`src/rtl/mips_bus_mem_unit.sv`:
```
// rtl/mips_bus_mem_unit.sv - load/store unit bridging the MIPS core requests to an Avalon-MM master
module mips_bus_mem_unit #(
    parameter int ADDR_WIDTH     = 32,
    parameter int TIMEOUT_CYCLES = 0,
    parameter int CNT_WIDTH      = 16
) (
    input  logic                  clk,
    input  logic                  reset,
    input  logic                  req_valid,
    output logic                  req_ready,
    input  logic                  req_write,
    input  logic [1:0]            req_size,
    input  logic                  req_signed,
    input  logic [ADDR_WIDTH-1:0] req_addr,
    input  logic [31:0]           req_wdata,
    output logic                  resp_valid,
    output logic [31:0]           resp_rdata,
    output logic                  resp_err,
    output logic [ADDR_WIDTH-1:0] address,
    output logic                  read,
    output logic                  write,
    input  logic                  waitrequest,
    output logic [31:0]           writedata,
    output logic [3:0]            byteenable,
    input  logic [31:0]           readdata
);

    typedef enum logic [1:0] {IDLE, BUS, RESP} state_t;

    localparam logic [CNT_WIDTH:0] TO_LIMIT = (CNT_WIDTH+1)'(TIMEOUT_CYCLES);

    state_t                state, state_next;
    logic [1:0]            lat_off;
    logic [1:0]            lat_size;
    logic                  lat_signed;
    logic [CNT_WIDTH-1:0]  wait_cnt;
    logic [CNT_WIDTH:0]    wait_cnt_inc;
    logic                  accept, misaligned, bus_done, timed_out;
    logic [3:0]            be_calc;
    logic [31:0]           wd_calc, lane, load_ext;

    assign req_ready    = (state == IDLE);
    assign resp_valid   = (state == RESP);
    assign accept       = req_valid && req_ready;
    assign bus_done     = (state == BUS) && !waitrequest;
    assign wait_cnt_inc = {1'b0, wait_cnt} + 1'b1;
    assign timed_out    = (TIMEOUT_CYCLES != 0) && (state == BUS) && waitrequest
                          && (wait_cnt_inc >= TO_LIMIT);

    always_comb begin
        misaligned = 1'b0;
        be_calc    = 4'b1111;
        wd_calc    = req_wdata;
        case (req_size)
            2'd0: begin
                be_calc = 4'b0001 << req_addr[1:0];
                wd_calc = {4{req_wdata[7:0]}};
            end
            2'd1: begin
                misaligned = req_addr[0];
                be_calc    = req_addr[1] ? 4'b1100 : 4'b0011;
                wd_calc    = {2{req_wdata[15:0]}};
            end
            2'd2:    misaligned = (req_addr[1:0] != 2'b00);
            default: misaligned = 1'b1;
        endcase
    end

    // Selected lane is shifted down to bit 0 before masking/extension.
    always_comb begin
        lane = readdata >> {lat_off, 3'b000};
        case (lat_size)
            2'd0:    load_ext = lat_signed ? {{24{lane[7]}}, lane[7:0]} : {24'b0, lane[7:0]};
            2'd1:    load_ext = lat_signed ? {{16{lane[15]}}, lane[15:0]} : {16'b0, lane[15:0]};
            default: load_ext = lane;
        endcase
    end

    always_comb begin
        state_next = state;
        case (state)
            IDLE:    if (accept) state_next = misaligned ? RESP : BUS;
            BUS:     if (bus_done || timed_out) state_next = RESP;
            RESP:    state_next = IDLE;
            default: state_next = IDLE;
        endcase
    end

    always_ff @(posedge clk) begin
        if (reset) state <= IDLE;
        else       state <= state_next;
    end

    always_ff @(posedge clk) begin
        if (reset) begin
            lat_off    <= 2'b00;
            lat_size   <= 2'b00;
            lat_signed <= 1'b0;
            wait_cnt   <= '0;
            resp_rdata <= 32'b0;
            resp_err   <= 1'b0;
            address    <= '0;
            read       <= 1'b0;
            write      <= 1'b0;
            writedata  <= 32'b0;
            byteenable <= 4'b0;
        end else begin
            // Response fields live for the single RESP cycle only.
            resp_rdata <= 32'b0;
            resp_err   <= 1'b0;
            if (accept) begin
                lat_off    <= req_addr[1:0];
                lat_size   <= req_size;
                lat_signed <= req_signed;
                wait_cnt   <= '0;
                if (misaligned) begin
                    resp_err <= 1'b1;
                end else begin
                    address    <= {req_addr[ADDR_WIDTH-1:2], 2'b00};
                    read       <= !req_write;
                    write      <= req_write;
                    byteenable <= be_calc;
                    writedata  <= req_write ? wd_calc : 32'b0;
                end
            end else if (state == BUS) begin
                if (bus_done || timed_out) begin
                    if (bus_done && read) resp_rdata <= load_ext;
                    resp_err   <= timed_out;
                    wait_cnt   <= '0;
                    address    <= '0;
                    read       <= 1'b0;
                    write      <= 1'b0;
                    writedata  <= 32'b0;
                    byteenable <= 4'b0;
                end else if (!wait_cnt_inc[CNT_WIDTH]) begin
                    wait_cnt <= wait_cnt_inc[CNT_WIDTH-1:0];
                end
            end
        end
    end

endmodule

```
`config.mk`:
```
export PLATFORM = sky130hd
export DESIGN_NAME = mips_bus_mem_unit
export DESIGN_NICKNAME = d
export VERILOG_FILES = /design/src/rtl/mips_bus_mem_unit.sv
export SDC_FILE = /design/constraint.sdc
export NUM_CORES = 1
export LEC_CHECK = 0
export ABC_AREA = 1
export CORE_MARGIN = 5
export CORE_UTILIZATION = 37
export DETAILED_ROUTE_END_ITERATION = 8
export PLACE_DENSITY_LB_ADDON = 0.3
export SETUP_SLACK_MARGIN = 0.05
export SLEW_MARGIN = 20
export SYNTH_ARGS = -nofsm -noshare
export SYNTH_HDL_FRONTEND = slang
export SYNTH_SLANG_ARGS = --single-unit
```
`constraint.sdc`:
```
create_clock -name clk -period 1.3 [get_ports clk]
set_input_delay 0.195 -clock clk [delete_from_list [all_inputs] [get_ports clk]]
set_output_delay 0.195 -clock clk [all_outputs]
set_load 0.05 [all_outputs]
```
==> results.py <==
metrics = {
    "power_and_ir_drop": {
        "p_int_mw": 6.178,
        "power.total_mw": 9.154,
        "switching_power_mw": 2.975,
        "leakagePower_nw": 4.133,
        "p_per_area_nw_per_um2": 980.2,
        "switching_share": 0.3251,
        "power_frac_seq": 0.395,
        "power_frac_comb": 0.315,
        "clkPwrFrac": 0.290,
        "ir_worst_vdd_v": 0.0007927,
    },
    "synth": {
        "syn_avg_cell_area_um2": 7.094,
        "synth_top_area_share": 0.4430,
        "syn_area_um2": 4881,
        "synth_top_cell_by_area": "dfxtp_1",
        "synth_area_leaders": "dfxtp_1 (44%), nand3_1 (11%), nand2_1 (9.6%)",
        "synth_warnings": 0,
        "yosysSeqAreaShare": 0.4430,
        "synthCells": 688,
        "synth_cell_types": 24,
        "synth_seq_cells": 108,
    },
    "timing": {
        "clock.fmax_mhz": 666.3,
        "post-route-period-util": 1.154,
        "slew_violations": 0,
        "finalSetupTns_ps": -9791,
        "postLayoutSetupSlackWorst_ps": -200.8,
        "finClkSkew_ps": 5.233,
        "layout_min_cycle_time_ps": 1501,
        "setup_viol": 94,
        "final_hold_viol_count": 0,
        "rsz0062_at_grt": "yes",
    },
    "critical_path": {
        "worstSetupPathType": "flip-flop to flip-flop",
        "slowest_delay_ps": 370,
        "path_buf_inv": 3,
        "cp.required_ps": 1580,
        "slowest_stage": "dfxtp_4",
        "path_cells": "buf_6 > nor2_4 > buf_6 > nand2_8 > nor2_4 > clkbuf_16 > nand3_1 > a21oi_1",
        "cp_max_fo": 16,
        "start_kind": "flip-flop",
        "crit_cells": 8,
        "cp_top_family": "buffers and inverters",
        "worst_setup_path_end_kind": "flip-flop",
        "rr_worst_depth": 8,
        "arrival_ps": 1780,
    },
    "layout": {
        "fin_nets": 1027,
        "drive_above_1_share": 0.2791,
        "ff_latch_area_um2": 2172,
        "syn2layout_area_growth_pct": 91.34,
        "multi_input_area_um2": 2571,
        "fill_cells": 943,
        "final_cells": 1104,
        "diodes": 0,
        "final_cell_area_um2": 9339,
    },
    "placement": {
        "numPortBuffers": 206,
        "hpwl_um": 13300,
        "place_area_um2": 8468,
        "dp_cells": 1075,
        "place_ws_ps": -548.8,
        "routabilityCongestion": 0.8688,
    },
    "grt": {
        "grt_pass1_vias": 5399,
        "grt_pass1_wl_um": 28290,
        "antenna_found_initial": 0,
        "grt_max_degree": 43,
        "overflow": 0,
        "track_usage": 0.2220,
    },
    "die": {
        "rows": 42,
        "initial_core_util": 0.3730,
        "dieWidth_um": 124.9,
        "core_um2": 13090,
        "die_area_um2": 15590,
        "ios": 209,
        "die_h_um": 124.9,
    },
    "worst_hold_path": {
        "hold_depth": 3,
        "hold_path.class": "primary input to flip-flop",
    },
    "clock_network": {
        "clk_pin_slew_ps": 80,
        "cts_tree": "built",
        "max-clock-path-buffers": 2,
        "cts.sinks": 108,
        "hold_buffers": 0,
        "h-tree-depth": 3,
        "insertion_delay_ps": 350,
        "cts_made_buffers": 9,
        "clock-root-buffer": "clkbuf_16",
    },
    "drt": {
        "ant_nets": 0,
        "num_vias": 5731,
        "drc": 0,
        "dr.pass1.iters": 5,
        "drt_iter0_markers": 475,
        "routed_wl_um": 18980,
        "viasPerCell": 5.191,
        "post_drt_wl_per_cell_um": 17.19,
    },
    "outcome": {
        "status": "finished, violations left",
        "violations": "setup timing",
    },
    "flow_run": {
        "maxCapViolCount": 0,
    },
}
==> what timing repair did <==
action                     4_1_cts  5_1_grt
buffers inserted                 1        4
gates cloned                     1        7
setup endpoints to repair       95      102
pin swaps                        4       14
gates resized for setup         18       89
==> stage by stage <==
| stage | hold slack, ps | util |
|---|---|---|
| 4_1_cts | 414.8 | 0.6758 |
| 2_1_floorplan | 333.7 | - |
| 5_1_grt | 456.2 | 0.7137 |
| 6_report | 404.7 | 0.7137 |
| 3_5_place_dp | 480.5 | 0.6472 |
| 3_3_place_gp | 465.7 | 0.6472 |
==> worst min-delay path: cells and delay by family <==
kind | cells | cell delay, ps
and+or+nand+nor | 1 | 70
buffers and inverters | 1 | 400
AOI/OAI and AO/OA | 1 | 60
==> flip-flops by register name (all words and copies together), names as in the netlist, 2 cells and up <==
| name | cells |
|---|---|
| resp_rdata | 32 |
| writedata | 32 |
| address | 30 |
| byteenable | 4 |
| lat_off | 2 |
| lat_size | 2 |
| state | 2 |
==> worst paths after layout <==
check	slack (ps)	startpoint	to
worst max-delay path	-200	state[1]	writedata[2]
worst min-delay path	400	req_signed	lat_signed
worst max register to register	-200	state[1]	writedata[2]
worst min register to register	480	lat_size[0]	lat_size[0]
==> final cells by class <==
type	instances	area share
clock inverter	7	0.006029
timing repair buffer	279	0.4200
sequential	108	0.2326
inverter	45	0.01835
clock buffer	9	0.02412
multi-input combinational	480	0.2753
tap	176	0.02358
==> layer usage <==
layer  up-vias  part of all wire  GRT usage
met5         -                 0          0
met4         0             0.028    0.08099
met3        33             0.096    0.06775
met2       278              0.49     0.3686
met1      2664              0.39     0.2717
li1       2756                 -          -
==> power by group through the flow <==
stage	Clock (mW)	Sequential (mW)	Combinational, mW
6_report	2.65	3.61	2.89
5_1_grt	2.85	3.63	3.06
4_1_cts	2.74	3.61	2.62
3_5_place_dp	0	3.69	2.56
3_3_place_gp	0	3.68	2.54
2_1_floorplan	0	4.04	0.860
==> layout by cell type, fill, tap and decap left out, types with 2 or more instances in the layout <==
master / Yosys / final
a21oi_1: 45 / 36
a21oi_2: 0 / 8
a22oi_1: 30 / 26
a22oi_2: 0 / 4
buf_12: 0 / 112
buf_4: 9 / 47
buf_6: 1 / 8
buf_8: 0 / 2
clkbuf_16: 0 / 15
clkdlybuf4s50_1: 0 / 102
conb_1: 1 / 2
dfxtp_1: 108 / 104
dfxtp_2: 0 / 2
dfxtp_4: 0 / 2
inv_1: 39 / 38
inv_2: 5 / 5
inv_6: 0 / 5
nand2_1: 125 / 120
nand2_2: 3 / 4
nand2_4: 0 / 2
nand2_8: 0 / 2
nand3_1: 110 / 87
nand3_2: 1 / 20
nand3_4: 0 / 4
nor2_1: 81 / 77
nor2_2: 3 / 3
nor2_4: 1 / 5
o211ai_1: 3 / 3
o21a_1: 8 / 8
o21ai_0: 66 / 42
o21ai_1: 0 / 21
o21ai_2: 0 / 3
==> Yosys cell counts, drive strengths merged <==
cell type / count
o21a: 8
nand3: 111
dfxtp: 108
nand2: 128
a21oi: 45
conb: 1
nand4: 1
buf: 37
inv: 44
o211ai: 3
nor2: 85
a211oi: 1
a22oi: 30
clkinv: 1
o21ai: 66
clkbuf: 19
==> kinds of logic (layout without fill, tap and decap cells) <==
family,after synthesis,count (layout),share of synthesized area
flip-flops,108,108,0.4430
other,1,2,0.0007683
buffers and inverters,101,340,0.09203
AND/OR/NAND/NOR,325,325,0.2858
AO/OA/AOI/OAI,153,153,0.1784
No activity file was read; power rests on OpenSTA's default activity.
